===== src/rtl/fifo_pkg.sv =====
// rtl/fifo_pkg.sv - shared mode constants and width helpers for the synchronous FIFO
package fifo_pkg;

  localparam int FIFO_STD          = 0;
  localparam int FIFO_FWFT         = 1;
  localparam int FIFO_RST_BUSY_CYC = 4;

  function automatic int fifo_addr_w(input int depth);
    return (depth > 1) ? $clog2(depth) : 1;
  endfunction

  // One extra bit so a completely full FIFO (count == DEPTH) is representable.
  function automatic int fifo_count_w(input int depth);
    return fifo_addr_w(depth) + 1;
  endfunction

endpackage


===== src/rtl/fifo_sdp_ram.sv =====
// rtl/fifo_sdp_ram.sv - single-clock simple dual-port RAM with registered read port
module fifo_sdp_ram
  import fifo_pkg::*;
#(
  parameter int DATA_W = 8,
  parameter int DEPTH  = 256
) (
  input  logic                           clk,
  input  logic                           rst_n,
  input  logic                           wr_en,
  input  logic [fifo_addr_w(DEPTH)-1:0]  wr_addr,
  input  logic [DATA_W-1:0]              wr_data,
  input  logic                           rd_en,
  input  logic [fifo_addr_w(DEPTH)-1:0]  rd_addr,
  output logic [DATA_W-1:0]              rd_data
);

  logic [DATA_W-1:0] mem [DEPTH];

  // Storage array is never reset; only the read register is.
  always_ff @(posedge clk) begin
    if (wr_en) begin
      mem[wr_addr] <= wr_data;
    end
  end

  always_ff @(posedge clk or negedge rst_n) begin
    if (!rst_n) begin
      rd_data <= '0;
    end else if (rd_en) begin
      rd_data <= mem[rd_addr];
    end
  end

endmodule


===== src/rtl/fifo_sync_param.sv =====
// rtl/fifo_sync_param.sv - parametrised single-clock FIFO with standard or FWFT read mode
module fifo_sync_param
  import fifo_pkg::*;
#(
  parameter int DATA_W       = 8,
  parameter int DEPTH        = 256,
  parameter int AF_LEVEL     = DEPTH - 1,
  parameter int AE_LEVEL     = 1,
  parameter int FWFT         = FIFO_STD,
  parameter int RST_BUSY_CYC = FIFO_RST_BUSY_CYC
) (
  input  logic                            clk,
  input  logic                            rst_n,
  input  logic                            wr_en,
  input  logic [DATA_W-1:0]               wr_data,
  input  logic                            rd_en,
  output logic [DATA_W-1:0]               rd_data,
  output logic                            full,
  output logic                            almost_full,
  output logic                            empty,
  output logic                            almost_empty,
  output logic [fifo_count_w(DEPTH)-1:0]  data_count,
  output logic                            overflow,
  output logic                            underflow,
  output logic                            rst_busy
);

  localparam int AW = fifo_addr_w(DEPTH);
  localparam int CW = fifo_count_w(DEPTH);
  localparam logic [CW-1:0] DEPTH_C = CW'(DEPTH);
  localparam logic [CW-1:0] AF_C    = CW'(AF_LEVEL);
  localparam logic [CW-1:0] AE_C    = CW'(AE_LEVEL);

  if (DATA_W < 1) begin : g_bad_width
    $error("fifo_sync_param: DATA_W must be >= 1");
  end
  if ((DEPTH < 4) || ((DEPTH & (DEPTH - 1)) != 0)) begin : g_bad_depth
    $error("fifo_sync_param: DEPTH must be a power of two >= 4");
  end
  if (AF_LEVEL > DEPTH) begin : g_bad_af
    $error("fifo_sync_param: AF_LEVEL exceeds DEPTH");
  end
  if (AE_LEVEL >= AF_LEVEL) begin : g_bad_ae
    $error("fifo_sync_param: AE_LEVEL must be below AF_LEVEL");
  end
  if (RST_BUSY_CYC < 2) begin : g_bad_busy
    $error("fifo_sync_param: RST_BUSY_CYC must cover the 2-flop reset synchroniser");
  end
  if ((FWFT != FIFO_STD) && (FWFT != FIFO_FWFT)) begin : g_bad_mode
    $error("fifo_sync_param: FWFT must be FIFO_STD or FIFO_FWFT");
  end

  logic [RST_BUSY_CYC-1:0] busy_sr;
  logic [AW-1:0]           wr_ptr, rd_ptr;
  logic [CW-1:0]           count, count_nxt;
  logic                    full_q, af_q, ae_q, ovf_q, unf_q;
  logic                    wr_acc, rd_acc, ram_re, out_free, empty_int, s1_v;
  logic [DATA_W-1:0]       ram_q, out_data;

  // First two stages double as the reset-release synchroniser.
  always_ff @(posedge clk or negedge rst_n) begin
    if (!rst_n) begin
      busy_sr <= '0;
    end else begin
      busy_sr <= {busy_sr[RST_BUSY_CYC-2:0], 1'b1};
    end
  end

  assign rst_busy = ~busy_sr[RST_BUSY_CYC-1];
  assign wr_acc   = wr_en & ~full_q & ~rst_busy;
  assign rd_acc   = rd_en & ~empty_int & ~rst_busy;

  always_comb begin
    count_nxt = count;
    if (wr_acc && !rd_acc) begin
      count_nxt = count + CW'(1);
    end else if (rd_acc && !wr_acc) begin
      count_nxt = count - CW'(1);
    end
  end

  // s1_v marks a word sitting in the RAM read register, waiting to move to out_data.
  always_ff @(posedge clk or negedge rst_n) begin
    if (!rst_n) begin
      wr_ptr   <= '0;
      rd_ptr   <= '0;
      count    <= '0;
      full_q   <= 1'b0;
      af_q     <= 1'b0;
      ae_q     <= 1'b1;
      ovf_q    <= 1'b0;
      unf_q    <= 1'b0;
      s1_v     <= 1'b0;
      out_data <= '0;
    end else begin
      if (wr_acc) begin
        wr_ptr <= wr_ptr + AW'(1);
      end
      if (ram_re) begin
        rd_ptr <= rd_ptr + AW'(1);
      end
      count  <= count_nxt;
      full_q <= (count_nxt == DEPTH_C);
      af_q   <= (count_nxt >= AF_C);
      ae_q   <= (count_nxt <= AE_C);
      ovf_q  <= wr_en & full_q & ~rst_busy;
      unf_q  <= rd_en & empty_int & ~rst_busy;
      s1_v   <= ram_re | (s1_v & ~out_free);
      if (s1_v && out_free) begin
        out_data <= ram_q;
      end
    end
  end

  if (FWFT == FIFO_FWFT) begin : g_fwft
    logic          out_v;
    logic [CW-1:0] ram_cnt;

    // Words still in RAM: total held minus the two prefetch stages.
    assign ram_cnt   = count - CW'(s1_v) - CW'(out_v);
    assign out_free  = ~out_v | rd_acc;
    assign ram_re    = (ram_cnt != '0) & (~s1_v | out_free);
    assign empty_int = ~out_v;

    always_ff @(posedge clk or negedge rst_n) begin
      if (!rst_n) begin
        out_v <= 1'b0;
      end else if (s1_v && out_free) begin
        out_v <= 1'b1;
      end else if (rd_acc) begin
        out_v <= 1'b0;
      end
    end
  end else begin : g_std
    logic empty_q;

    assign out_free  = 1'b1;
    assign ram_re    = rd_acc;
    assign empty_int = empty_q;

    always_ff @(posedge clk or negedge rst_n) begin
      if (!rst_n) begin
        empty_q <= 1'b1;
      end else begin
        empty_q <= (count_nxt == '0);
      end
    end
  end

  fifo_sdp_ram #(
    .DATA_W (DATA_W),
    .DEPTH  (DEPTH)
  ) u_ram (
    .clk     (clk),
    .rst_n   (rst_n),
    .wr_en   (wr_acc),
    .wr_addr (wr_ptr),
    .wr_data (wr_data),
    .rd_en   (ram_re),
    .rd_addr (rd_ptr),
    .rd_data (ram_q)
  );

  assign rd_data      = out_data;
  assign full         = full_q | rst_busy;
  assign almost_full  = af_q | rst_busy;
  assign empty        = empty_int;
  assign almost_empty = ae_q;
  assign data_count   = count;
  assign overflow     = ovf_q;
  assign underflow    = unf_q;

endmodule


===== config.mk =====
export PLATFORM = sky130hd
export DESIGN_NAME = fifo_sync_param
export DESIGN_NICKNAME = d
export VERILOG_FILES = /design/src/rtl/fifo_pkg.sv /design/src/rtl/fifo_sdp_ram.sv /design/src/rtl/fifo_sync_param.sv
export SDC_FILE = /design/constraint.sdc
export NUM_CORES = 2
export LEC_CHECK = 0
export ABC_CLOCK_PERIOD_IN_PS = 3600
export CAP_MARGIN = 15
export CORE_ASPECT_RATIO = 0.75
export CORE_UTILIZATION = 65
export CTS_BUF_LIST = sky130_fd_sc_hd__clkbuf_4 sky130_fd_sc_hd__clkbuf_8
export CTS_CLUSTER_DIAMETER = 100
export DETAILED_ROUTE_END_ITERATION = 10
export PLACE_DENSITY = 0.91
export REMOVE_ABC_BUFFERS = 1
export SLEW_MARGIN = 25
export SYNTH_ARGS = -nofsm -noshare
export SYNTH_HDL_FRONTEND = slang
export SYNTH_SLANG_ARGS = --single-unit

===== constraint.sdc =====
create_clock -name clk -period 3.6 [get_ports clk]
set_input_delay 1.08 -clock clk [delete_from_list [all_inputs] [get_ports clk]]
set_output_delay 1.08 -clock clk [all_outputs]
set_load 0.01 [all_outputs]

Word level (Yosys, flattened, before mapping) --
Memory sizes are Yosys's and may differ from the RTL's. A register that Yosys moved wholly into a read port is not among the register bits. Index checks and enable logic that the tools add are counted.
Storage, ports and cells: register bits after elaboration 44, bits in latches 0, memory bits (writable) 2048, ROM bits 0, input bits 12, output and inout port bits 24, word-level logic and storage cells 43, memories kept 1
Memories:
- u_ram.mem | depth 256, bits a word 8, read ports 1, clocked after Yosys merged registers in 1, wr ports 1, line fifo_sdp_ram.sv:18 | logic [DATA_W-1:0] mem [DEPTH];
Cells by class: add/subtract/negate cells 4, multiply operators 0, divide/modulo/power cells 0, order comparisons 2, equal/unequal tests 1, shifts and indexed selects 0, mux-type cells 4, bitwise operators 13, reductions and logical operators 6
Operators by type and width (number):
- $mux W9 | 2
- $add A8 B1 Y8 const B | 2
- $add A9 B1 Y9 const B | 1
- $eq A9 B9 Y1 const B | 1
- $ge A9 B8 Y1 const B | 1
- $le A9 B1 Y1 const B | 1
- $logic_not A9 Y1 | 1
- $sub A9 B1 Y9 const B | 1
- $and A1 B1 Y1 | 8
- $logic_not A1 Y1 | 3
- $not A1 Y1 | 3
- $logic_and A1 B1 Y1 | 2
- $mux W1 | 2
- $or A1 B1 Y1 | 2

Longest topological paths before layout --
depth in word-level cells 8, depth in mapped cells 13, mapped depth without buffers 8

Cells and area by module --
From an unflattened synthesis, not the netlist that was laid out.
Second synthesis, totals: cell total of the unflattened synthesis 3982, area total of the unflattened synthesis 81981.1 sq um
By module, submodules not included:
- fifo_sdp_ram | instances 1, cells each 3816, area each 79961.7 sq um, sequential area each 61699.2 sq um
- fifo_sync_param | instances 1, cells each 166, area each 2019.4 sq um, sequential area each 1103.6 sq um

Least setup slack after synthesis --
No wires, ideal clock.
path type input-to-reg, from input port wr_en, to memory u_ram.mem[101][0] (enable), setup time 370 ps, arrival 2641 ps, required time 3230 ps, path slack 589 ps, cell stages on the path 6, buffers on the path 3, path through and3b_1 -> clkbuf_1 -> clkbuf_1 -> nand3_1 -> clkbuf_1 -> nor2_1
On the way: word-level cells in the longest chain between the ends 4
RTL lines:
- start, declared | line fifo_sync_param.sv:14 | input logic wr_en,
- $and A1 B1 Y1 (2 in series) | line fifo_sync_param.sv:70 | assign wr_acc = wr_en & ~full_q & ~rst_busy;
- $mux W1 | line fifo_sdp_ram.sv:22 | if (wr_en) begin
- $mux W1 (not written as such) | line fifo_sdp_ram.sv:23 | mem[wr_addr] <= wr_data;
- end, declared | line fifo_sdp_ram.sv:18
No other way between the ends.

==> results.toml <==
[setup_path]
cp.required_ps = 4520
crit_family = "compound AO/OA/AOI/OAI gates"
end_kind = "flip-flop"
path_cells = "and2_1, buf_4, a221oi_1, nor2_1, a211oi_1, a211oi_1, o32ai_1"
cp_max_fo = 27
cpMostUsedCell = "a211oi_1"
max_stage_delay_ps = 830
worstSetupPathType = "reg2reg"
critPathSlowestCell = "a221oi_1"
start_kind = "flip-flop"
crit_buf_inv = 1
crit_arrival_ps = 4730

[pwr]
power_frac_clock_pct = 27.5
p_leak_uw = 0.03071
seqPwrFrac_pct = 40.5
intPower_uw = 45380
power.net_switching_uw = 23230
combPwrFrac_pct = 32.0
peakVddDrop_v = 0.0006607
p_per_area_nw_per_um2 = 735.6
switching_share_pct = 33.86

[clock_network]
clkSlewWorstSetupHoldPaths_ps = 80
clk_latency_ps = 1040
cts_made_buffers = 304
clock_path_buffers = 4
postCtsSetupBuffers = 0
hold_buffers = 0
htree_levels = 5
cts_root_buf = "clkbuf_8"
cts_tree = "done"
cts.sinks = 2100

[synthesis]
ys.flop_type = "edfxtp_1"
syn_avg_cell_area_um2 = 20.94
synth_edf_count = 2048
synth_warnings = 0
synth.distinct_cells = 73
syn_inst = 3922
ys_async_sr_fraction_pct = 2.476
yosys_register_bits = 2100
syn-cell-area_um2 = 82110
ys_seq_area_share_pct = 76.48

[placed_design]
port-buffer-count = 35
place_congestion = 0.9592
dp.cells = 5865
hpwl_mm = 144.0

[job]
cap_violations = 0

[floorplanning]
core_um2 = 124900
die-area_um2 = 127800
die_h_um = 309.8
initial_core_util_pct = 65.76
io_pins = 36
fp-row-count = 112
die_w_um = 412.4

[run_status]
outcome = "complete, but fails checks"
violations = "negative setup slack"

[sta]
rsz0062_at_grt = "false"
final.setup_skew_ps = 68.90
fmax_mhz = 262.6
timing.final.ws_setup_ps = -207.4
min_period_ps = 3807
hold_viol = 0
slew-limit-headroom_pct = 19.49
setup_viol = 5
fin_crit_sh_pct = 105.8
drv_slew = 0
worst_pin_slew_ps = 1200
hold_slack_ps = 86.36

[final_layout]
fin_cells = 6389
synthToLayoutAreaGrowth_pct = 13.58
layout-drive-gt1-share_pct = 31.48
layout_common_cells = "2048 x edfxtp_1, 489 x mux4_2, 442 x buf_4"
final_nets = 4537
final_common_cell = "edfxtp_1"

[routing]
vias_per_cell = 7.578
dr.pass1.iters = 8
avgRoutedWirePerCell_um = 38.32
vias = 48417
drt_iter0_drc = 9848
drc_errors = 0
drtAntennaViolNets = 0
drt_wl_total_mm = 244.8

[worst_hold_path]
holdCritPathClass = "in2async"

[global_route]
grt_usage_pct = 38.73
antenna_found_initial = 19
grt_pass1_vias = 47790
grt_max_degree = 101
grt_pass1_wl_mm = 343.0
grt_overflow = 0
==> path summary, 6_finish.rpt <==
kind	startpoint	endpoint	slack (ps)	cells after the start
min in group clk	busy_sr[2]	busy_sr[3]	360	0
worst min-delay path	rst_n	overflow	90	1
max in group asynchronous	rst_n	rd_ptr[3]	2580	2
worst max register to register	rd_ptr[2]	u_ram.rd_data[5]	-210	7
worst min register to register	busy_sr[2]	busy_sr[3]	360	0
worst max-delay path	rd_ptr[2]	u_ram.rd_data[5]	-210	7
==> worst reg2reg max path, delay by kind of cell (launching register included) <==
family          cells  cell delay, ps
compound gates      4            1930
flops               1             740
simple gates        2             690
buf+inv             1             330
==> routing by layer <==
metal	share of wire, %	global-route usage [%]	up-vias
met5	0.14	0.6747	-
met2	44	56.25	5925
met3	18	17.13	1342
met4	6.8	21.15	30
met1	31	49.43	23712
li1	-	-	17408
==> synth_stat cells (12+ instances only) <==
master    number  area, um^2
dfrtp_1       50        1251
o22ai_1       46       287.8
clkbuf_1     110       412.9
mux4_2       489       11010
nand3_1       31       155.2
nor3_1        15       75.07
edfxtp_1    2048       61500
buf_1         20       75.07
a22oi_1       14       105.1
a21oi_1       50       250.2
nand2_1      127       476.7
a211oi_1      27       202.7
buf_4         18       135.1
mux2i_1      199        1992
o21ai_0       22       110.1
mux2_2        12       135.1
buf_2         45       225.2
buf_6         28       315.3
o221ai_1      15       131.4
a221oi_1      19       166.4
nor2_1       313        1175
xnor2_1       16       140.1
nor2b_1       15       93.84
==> cell type report <==
class | count | area [um^2]
diodes | 12 | 30.03
clock buffers | 424 | 5172
clock inverters | 88 | 543.0
fillers | 5799 | 31600
inverters | 12 | 51.30
multi-input cells | 1569 | 17820
flip-flops and latches | 2100 | 62820
well taps | 1653 | 2068
repair buffers | 531 | 4752
==> power groups by stage <==
stage	logic (uW)	clock network, uW	registers (uW)
2_1_floorplan	7310	0	28700
3_3_place_gp	19400	0	28200
3_5_place_dp	20100	0	28200
4_1_cts	20700	18800	27700
5_1_grt	21900	19800	27700
6_report	21900	18900	27800
==> cells by family (layout without fill, tap and decap cells) <==
logic type      Yosys count  after routing  share of synthesized area [%]
flops                  2100           2100                          76.48
mux                     700            700                          16.00
simple gates            554            554                          2.833
compound gates          285            285                          2.468
buf+inv                 253           1055                          1.868
xor+xnor                 22             22                         0.2347
fa+ha+maj                 7              7                         0.1067
other cells               1             13                       0.004567
==> registers in the layout (all words and copies together) (netlist names) <==
signal,flops
underflow,1
u_ram.rd_data,8
rd_ptr,8
empty,1
busy_sr,4
overflow,1
s1_v,1
almost_empty,1
data_count,9
u_ram.mem,2048
rd_data,8
full_q,1
af_q,1
wr_ptr,8
==> what timing repair did <==
item,CTS,global route
cloned,0,0
setup endpoints to repair,2,4
pin swaps,0,2
resized for setup,3,6
==> per-stage QoR <==
stage	setup TNS, ps	utilization (%)	area [um^2]	setup WS, ps	power (uW)
final	-595.5	74.69	93260	-207.4	68610
after global routing	0	74.67	93230	4.355	69430
after CTS	0	74.64	93200	67.53	67220
after detailed placement	0	70.05	87470	41.57	48340
after global placement	0	70.05	87470	181.2	47540
after floorplan	-299320	-	80620	-19640	35980
Power figures use the tool's default switching activity.
